`src/rtl/alu_arbiter.sv`:
```
// Round-robin front end for the shared 4-bit ALU.
// Two requesters, one op in flight, tagged response port.
module alu_arbiter #(
  parameter int W   = 4,
  parameter int OPW = 3
) (
  input  logic           clk,
  input  logic           rst,
  input  logic           req0_valid,
  output logic           req0_ready,
  input  logic [W-1:0]   req0_a,
  input  logic [W-1:0]   req0_b,
  input  logic [OPW-1:0] req0_ctrl,
  input  logic           req1_valid,
  output logic           req1_ready,
  input  logic [W-1:0]   req1_a,
  input  logic [W-1:0]   req1_b,
  input  logic [OPW-1:0] req1_ctrl,
  output logic [W-1:0]   alu_a,
  output logic [W-1:0]   alu_b,
  output logic [OPW-1:0] alu_ctrl,
  input  logic [W-1:0]   alu_res,
  input  logic           alu_car,
  input  logic           alu_of,
  output logic           rsp_valid,
  input  logic           rsp_ready,
  output logic           rsp_id,
  output logic [W-1:0]   rsp_res,
  output logic           rsp_car,
  output logic           rsp_of,
  output logic           busy
);

  typedef enum logic [1:0] {
    IDLE = 2'd0,
    EXEC = 2'd1,
    RESP = 2'd2
  } state_t;

  state_t state, state_nx;
  logic   rr_last;
  logic   id;
  logic   grant0, grant1;
  logic   accept;

  // Round-robin grant: a lone requester wins, a tie goes away from rr_last.
  always_comb begin
    grant0     = req0_valid & (~req1_valid | rr_last);
    grant1     = req1_valid & (~req0_valid | ~rr_last);
    req0_ready = (state == IDLE) & grant0;
    req1_ready = (state == IDLE) & grant1;
    accept     = req0_ready | req1_ready;
    busy       = (state != IDLE);
  end

  // Next-state logic: IDLE -> EXEC on accept, EXEC -> RESP, RESP -> IDLE on drain.
  always_comb begin
    state_nx = state;
    unique case (state)
      IDLE: if (accept) state_nx = EXEC;
      EXEC: state_nx = RESP;
      RESP: if (rsp_ready) state_nx = IDLE;
      default: state_nx = IDLE;
    endcase
  end

  // State register.
  always_ff @(posedge clk or posedge rst) begin
    if (rst) state <= IDLE;
    else     state <= state_nx;
  end

  // Operand latch on grant, result capture after EXEC, response drain.
  always_ff @(posedge clk or posedge rst) begin
    if (rst) begin
      rr_last   <= 1'b1;
      id        <= 1'b0;
      alu_a     <= '0;
      alu_b     <= '0;
      alu_ctrl  <= '0;
      rsp_valid <= 1'b0;
      rsp_id    <= 1'b0;
      rsp_res   <= '0;
      rsp_car   <= 1'b0;
      rsp_of    <= 1'b0;
    end else begin
      if (state == IDLE && accept) begin
        alu_a    <= req1_ready ? req1_a : req0_a;
        alu_b    <= req1_ready ? req1_b : req0_b;
        alu_ctrl <= req1_ready ? req1_ctrl : req0_ctrl;
        id       <= req1_ready;
        rr_last  <= req1_ready;
      end
      if (state == EXEC) begin
        rsp_res   <= alu_res;
        rsp_car   <= alu_car;
        rsp_of    <= alu_of;
        rsp_id    <= id;
        rsp_valid <= 1'b1;
      end
      if (state == RESP && rsp_ready) begin
        rsp_valid <= 1'b0;
      end
    end
  end

endmodule
```
`config.mk`:
```
export PLATFORM = sky130hd
export DESIGN_NAME = alu_arbiter
export DESIGN_NICKNAME = d
export VERILOG_FILES = /design/src/rtl/alu_arbiter.sv
export SDC_FILE = /design/constraint.sdc
export NUM_CORES = 1
export LEC_CHECK = 0
export CAP_MARGIN = 5
export CORE_AREA = 2 2 55 57
export CTS_BUF_LIST = sky130_fd_sc_hd__clkbuf_16
export DETAILED_ROUTE_END_ITERATION = 10
export DIE_AREA = 0 0 57 59
export GPL_ROUTABILITY_DRIVEN = 0
export PLACE_DENSITY = 0.88
export SYNTH_ARGS = -nofsm -noshare
export SYNTH_HDL_FRONTEND = slang
export SYNTH_SLANG_ARGS = --single-unit
```
`constraint.sdc`:
```
create_clock -name clk -period 2.7 [get_ports clk]
set_input_delay 0.54 -clock clk [delete_from_list [all_inputs] [get_ports clk]]
set_output_delay 0.54 -clock clk [all_outputs]
set_load 0.01 [all_outputs]
```
=== Yosys cells after proc, flatten, opt, wreduce, memory -nomap -nowiden ===
Cells that the tools add are included.

* Equality and inequality tests: 4
* Muxes and demuxes: 8
* Bitwise operators: 10
* Reductions and logical operators: 6

{| class="wikitable"
|+ Operators with widths
! kind !! count
|-
| $mux 4 || 2
|-
| $pmux 2 s3 || 1
|-
| $and 1x1->1 || 4
|-
| $mux 2 || 2
|-
| $ne 2x2->1 const B || 2
|-
| $reduce_bool 2->1 || 2
|-
| $mux 3 || 1
|-
| $not 1->1 || 3
|-
| $or 1x1->1 || 3
|-
| $eq 2x1->1 const B || 1
|-
| $eq 2x2->1 const B || 1
|-
| $logic_and 1x1->1 || 2
|-
| $logic_not 2->1 || 1
|-
| $mux 1 || 2
|-
| $reduce_and 2->1 || 1
|}

* Flip-flop bits (word level): 23
* Input port bits: 33
* Output and inout bits: 22
* Word-level logic and storage cells: 39

=== Longest topological paths before layout ===
* Depth in word-level cells: 7
* Mapped depth: 5
* Depth with buffers taken out: 4

=== Worst setup path before layout ===
Ideal clock, no wire load.

* Path kind: input-to-output
* From: input port req1_valid
* To: output port req1_ready
* Arrival time: 1.084 ns
* Required time: 2.160 ns
* Path slack: 1.076 ns
* Stages: 3
* Path buffers: 1
* Path through: nor3b_2 and2_4 buf_6

* Cells in the longest elaborated chain, start to end: 2

{| class="wikitable"
|+ RTL lines
! element !! line !! source
|-
| start: declaration || 14 || <nowiki>input logic req1_valid,</nowiki>
|-
| $and 1x1->1 || 49 || <nowiki>grant1 = req1_valid & (~req0_valid | ~rr_last);</nowiki>
|-
| $and 1x1->1 || 51 || <nowiki>req1_ready = (state == IDLE) & grant1;</nowiki>
|-
| end: declaration || 15 || <nowiki>output logic req1_ready,</nowiki>
|}

Every way passes these cells.

=== Worst setup path after layout ===
Same ends and word-level chain as after synthesis.

==> impl_metrics.ini <==
[floorplanning]
rows = 19
die_area_um2 = 3363
core_um2 = 2710
dieHeight_um = 59
initial_core_util = 0.4155
ios = 55
die_x_um = 57

[finish]
diodes = 0
finalNonFillerCells = 187
multiInputGateArea_um2 = 444.2
area_delta_synth_final_pct = 56.44
fillCellCount = 216
final_area_um2 = 1762
layout-drive-gt1-share = 0.1667
finalNetCount = 190
ff_latch_area_um2 = 576.8

[global_routing]
grt_first_pass_wirelength_mm = 4.836
grt_max_degree = 24
antenna_found_initial = 0
grt_util_all_layers = 0.1878
grt-ovfl-total = 0
grt_pass1_vias = 1061

[power_and_ir_drop]
sw_frac_of_total = 0.3425
clkPwrFrac = 0.158
ir_drop_mv = 0.7007
p_sw_mw = 0.6637
intPower_mw = 1.274
fin_total_pwr_mw = 1.938
p_per_area_nw_per_um2 = 1100
pwr-share-comb = 0.512
p_leak_nw = 0.7427
p_seq_frac = 0.330

[run]
maxCapViolCount = 0

[sta]
min_period_over_period = 0.9500
fmax_mhz = 389.9
finalHoldViolCount = 0
max_slew_margin = 0.4305
whs_ps = 484.9
drv_slew = 0
setup_viol = 0
fin_skew_ps = 2.062
tightest_slew_ps = 853.4
fin_crit_ps = 2565
rsz0062_at_grt = false
setup_tns_ps = 0

[clock_network]
cts_sinks = 23
htree_num_levels = 1
clk_latency_ps = 250
cts_buffers = 3
clockBufferDepth = 2
root_buffer = clkbuf_16
path_clk_slew_ps = 60
postCtsSetupRepairBufs = 0
tritoncts = done
ctsResizeCount = 0
cts_hold_buf = 0

[worst_setup_path]
max_stage_delay_ps = 540
path_max_fanout = 4
path_delay_family = buffers and inverters
timing.rr.start = state[1]
worstReg2RegEnd = rsp_res[0]
ff2ff_path_depth = 2
path_cells = clkdlybuf4s50_1 -> nor3b_2 -> and2_4 -> clkdlybuf4s50_1
worst_path_most_repeated_cell = clkdlybuf4s50_1
worstSetupEndpointType = output pin
cp_data_arrival_time_ps = 2020
rrSetupSlack_ps = 1180
critical_path_class = in -> out
critPathRequiredTime_ps = 2160
critical_path.n_buffers_inverters = 2
crit_path_top_delay_cell = clkdlybuf4s50_1
start_kind = primary input

[yosys]
netlist_instances = 102
ys_seq_area_frac = 0.5122
syn-num-nets = 135
synth_area_leader_cell = dfrtp_1
synth_cell_type_count = 25
ys_ff_latch = 23
ys_warn_count = 0
synthDominantCellAreaShare = 0.4889
netlist_area_um2 = 1126
syn-mean-instance-area_um2 = 11.04
synth.area.top_cells = dfrtp_1 49%, o311ai_2 12%, mux2_2 6.0%, o21ai_0 5.3%, inv_1 5.0%

[hold_path]
worstHoldPathType = reg -> reg
hold_end = id
worstHoldPathCells = 1
min-delay-start = id

[placement]
placed_cell_area_um2 = 1683
hpwl_mm = 2.165
numPortBuffers = 54
placed_cells = 183

[outcome]
outcome = finished clean

[routing]
dr.pass1.iters = 4
num_vias = 1007
dr.first_iter.drc_count = 21
avgViaCountPerCell = 5.385
wl_mm = 2.840
drc = 0
wire_per_inst_um = 15.19
antenna_left = 0
-- cell families after synthesis --
group / after synthesis / synth area share
compound gates: 28 / 0.2222
simple gates: 21 / 0.1022
buf+inv: 23 / 0.09332
mux: 7 / 0.07000
flops: 23 / 0.5122
-- how the worst max path moves through the flow --
stage,end,depth (start not counted),slack (ps),start
detailed placement,req1_ready,4,160,req1_valid
finish,req1_ready,4,140,req1_valid
CTS,req1_ready,4,130,req1_valid
global route,req1_ready,4,80,req1_valid
floorplan,req1_ready,3,1080,req1_valid
global placement,req1_ready,4,160,req1_valid
-- cell usage in the layout (no fill, tap or decap) --
master and count:
a21o_1 1, a21oi_1 1, a31oi_1 2, and2_4 1, buf_4 3, clkbuf_16 3, clkdlybuf4s50_1 54, dfrtp_1 22
dfstp_2 1, inv_1 16, inv_2 1, mux2_1 1, mux2_2 6, nand2_1 2, nand3_1 11, nand3b_1 1
nor2_1 3, nor2_2 1, nor2b_1 1, nor3b_2 1, o21ai_0 12, o21ai_2 1, o311ai_0 2, o311ai_1 1
o311ai_2 8
-- registers in the layout, summed over array words and instances, names as in the netlist --
name,count
alu_a,4
alu_b,4
alu_ctrl,3
id,1
rr_last,1
rsp_car,1
rsp_id,1
rsp_of,1
rsp_res,4
rsp_valid,1
state,2
-- power groups by stage --
| stage | Sequential (mW) | Combinational (mW) | Clock [mW] |
|---|---|---|---|
| detailed placement | 0.643 | 0.997 | 0 |
| finish | 0.639 | 0.993 | 0.306 |
| floorplan | 0.696 | 0.479 | 0 |
| CTS | 0.641 | 1.00 | 0.313 |
| global route | 0.667 | 1.08 | 0.326 |
| global placement | 0.630 | 0.966 | 0 |
-- cell usage after synthesis, drive strengths merged --
| cell | count |
|---|---|
| nand3b | 1 |
| nor3b | 1 |
| a21o | 1 |
| buf | 5 |
| nor2 | 4 |
| mux2 | 7 |
| nand2 | 2 |
| nand3 | 11 |
| o21ai | 13 |
| dfstp | 1 |
| and2 | 1 |
| a21oi | 1 |
| inv | 16 |
| o311ai | 11 |
| nor2b | 1 |
| a31oi | 2 |
| clkbuf | 2 |
| dfrtp | 22 |
-- stage by stage --
| stage | utilization | worst slack (ps) |
|---|---|---|
| after global placement | 0.6210 | 161.4 |
| final | 0.6500 | 135.1 |
| after global routing | 0.6500 | 79.83 |
| after floorplan | - | 1076 |
| after CTS | 0.6500 | 125.9 |
| after detailed placement | 0.6210 | 155.4 |
-- cell type report --
type	count	area share
clock buffers	3	0.04261
multi-input cells	56	0.2521
repair buffers	57	0.3196
clock inverters	1	0.002131
flip-flops and latches	23	0.3274
well taps	31	0.02202
inverters	16	0.03409
-- worst register-to-register path, delay by kind of cell (launching register included) --
family | cells | cell delay (ps)
simple gates | 1 | 550
flops | 1 | 440
mux | 1 | 410
-- layer usage --
metal	global-route usage	wire, um	up-vias	part of all wire
met5	0	0	-	0
met4	0.07309	26	0	0.0092
met3	0.05895	319	5	0.11
met2	0.3415	1428	61	0.50
met1	0.2042	1066	473	0.38
li1	-	-	468	-
Power figures use the tool's default switching activity.
==> RTL change (same flow settings) <==
Re-encode `state_t` (3 states) as one-hot, 3 bits wide.
--- a/src/rtl/alu_arbiter.sv
+++ b/src/rtl/alu_arbiter.sv
@@ -31,10 +31,10 @@
   output logic           busy
 );
 
-  typedef enum logic [1:0] {
-    IDLE = 2'd0,
-    EXEC = 2'd1,
-    RESP = 2'd2
+  typedef enum logic [2:0] {
+    IDLE = 3'b001,
+    EXEC = 3'b010,
+    RESP = 3'b100
   } state_t;
 
   state_t state, state_nx;
Function: same outputs for any inputs over 10 cycles, from zero or initial values and one cycle with rst high; not proved beyond that.
==> RTL change against the original RTL <==
Worst setup slack improved by 73 ps; sequential cell count is 1 higher; fmax increased by 2.9%; first-iteration DRC count rose by 29%; register-to-register slack worse by 320 ps; synthesized area increased by 0.22%; via count increased by 2.3%; final cell count is 2.7% higher; synthesized cell count rose by 5.9%; cell area grew 0.99%; clock skew is 0.91 ps higher; power rose by 7.9%; non-clock buffer count did not move; routed wire length decreased by 1.9%; largest cell class unchanged; largest power group unchanged.
==> RTL change: results (changes against the original RTL) <==
CRITPATHMAXFANOUT=5  # +1
WORST_R2R_STARTPOINT='state[0]$_DFFE_PP1P_'
GRT_START_MAX_NET_PINS=25  # +4.2%
REG_TOP3='alu_a x4, alu_b x4, rsp_res x4'
DRT_PRE_ANTENNA_ITERS=5  # +1
SYNTH.LIB_CELLS_USED.DISTINCT=28  # +12%
DRT_FIRST_ITER_VIOLATIONS=27  # +29%
SETUP_SLACK_PLACEMENT_PS=194  # +38.5 ps
POSTSYNTH.TOPFLOPCELL='dfrtp_1'
STATUS='complete, no violations'
NUMPORTBUFFERS=54  # unchanged
NUMBER_OF_CELLS_IN_THE_FINISHED_LAYOUT_APART_FROM_FILLERS=192  # +2.7%
CRITICAL_PATH.TOP_DELAY_FAMILY='buffers and inverters'
GRT_PASS1_WL_MICRONS=4810  # -0.56%
SYN-CELL-AREA_SQ_MM=0.00113  # +0.22%
HOLD_PATH.CLASS='reg2reg'
PATH_CLK_SLEW_PS=60  # about the same
POST-CTS-SETUP-BUFFERS=0  # unchanged
SYNTH.TOP_CELLS.BY_COUNT='22 x dfrtp_1, 14 x a21oi_1, 11 x a31oi_1, 11 x nand3_1, 8 x o21ai_1'
SYNTH.YOSYS.SEQ_AREA_SHARE=0.534  # +0.0221
POWER_LEAKAGE_nW=0.702  # -5.5%
IRDROPWORSTVDD_V=0.000679  # -3.1%
GRT_USE_TOTAL=0.187  # -0.00105
CTS-BUFFERS-INSERTED=3  # unchanged
HOLDCRITSTARTPOINT='id$_DFFE_PP0P_'
CRITPATHLAUNCH='req1_valid'
ANTENNA_CELLS=0  # unchanged
CTS-ROOT-TO-SINK-BUFFERS=2  # unchanged
CTSRESIZECOUNT=0  # unchanged
SYNTH_ASYNC_SR_FLOP_SHARE=1.00  # unchanged
SYNTH.NET_COUNT=141  # +4.4%
VIAS_PER_CELL=5.36  # -0.38%
YOSYSWARNINGS=0  # unchanged
SYNTH_CELLS=108  # +5.9%
ANTENNA_FOUND_INITIAL=0  # unchanged
GRT_PASS1_VIAS=1017  # -4.1%
WORST_CLOCK_SKEW_PS=2.97  # +0.911 ps
TOTALWIRELENGTH_MICRONS=2790  # -1.9%
WORST_SKEW_PAIR.LATE_LATENCY_PS=260
CP_SLOWEST_CELL='clkdlybuf4s50_1'
SLEW-LIMIT-HEADROOM=0.414  # -0.0165
NETLIST_TOP_CELLS_AREA='dfrtp_1 49%, mux2_2 7.0%, a21oi_1 6.2%'
CTS_MAX_LEVEL=1  # unchanged
FINISH.NET_COUNT=195  # +2.6%
POST_ROUTE_CELLS_DRIVE_ABOVE_1_SHARE=0.137  # -0.0300
CTSROOTBUFFERMASTER='clkbuf_16'
CRIT_PATH_MAX_INCR_DELAY_PS=540  # about the same
TIMING.CRITICAL_PATH.ARRIVAL_PS=1950  # -70 ps
HPWLAFTERDP_MICRONS=2060  # -4.7%
-- RTL change: cell count changes after synthesis, sizes merged, moves of 9 or more --
| cell | unedited run | this run |
|---|---|---|
| a21oi | 1 | 14 |
| inv | 16 | 3 |
| o311ai | 11 | 0 |
| a31oi | 2 | 11 |
-- RTL change: cells by family after synthesis --
logic type / Yosys count / synth area share
AND/OR/NAND/NOR: 26 / 0.137
multiplexers: 7 / 0.0698
buffers and inverters: 11 / 0.0599
flip-flops: 24 / 0.534
AO/OA/AOI/OAI: 40 / 0.198
-- RTL change: metrics by stage --
| step | area [sq um] | power, W |
|---|---|---|
| after floorplan | 1130 | 0.00124 |
| after global placement | 1670 | 0.00163 |
| after detailed placement | 1670 | 0.00167 |
| after CTS | 1780 | 0.00211 |
| after global routing | 1780 | 0.00223 |
| final | 1780 | 0.00209 |
-- RTL change: worst paths after layout --
path                                           to  slack [ps]  cells after the start
max                                    req1_ready         210                      4
min reg2reg                        id$_DFFE_PP0P_         500                      1
min                                id$_DFFE_PP0P_         500                      1
max reg2reg                  alu_b[3]$_DFFE_PP0P_         860                      4
min in group asynchronous  rsp_res[0]$_DFFE_PP0P_         770                      2
max in group asynchronous          id$_DFFE_PP0P_        1390                      2
-- RTL change: metal layers --
metal | track usage | routed length [microns]
met5 | 0 | 0
met4 | 0.0764 | 48
met3 | 0.0611 | 290
met2 | 0.307 | 1320
met1 | 0.228 | 1120
-- RTL change: area by class of cell --
type	count	area (sq um)
Multi-Input combinational cell	73	458
Sequential cell	24	603
Clock buffer	3	75.1
Fill cell	228	931
Clock inverter	1	30.0
Tap cell	31	38.8
Timing Repair Buffer	57	563
Inverter	3	11.3
-- RTL change: where the power goes --
group | internal (W) | switching (W)
clock | 0.000295 | 0.000128
combinational | 0.000532 | 0.000459
sequential | 0.000553 | 0.000124
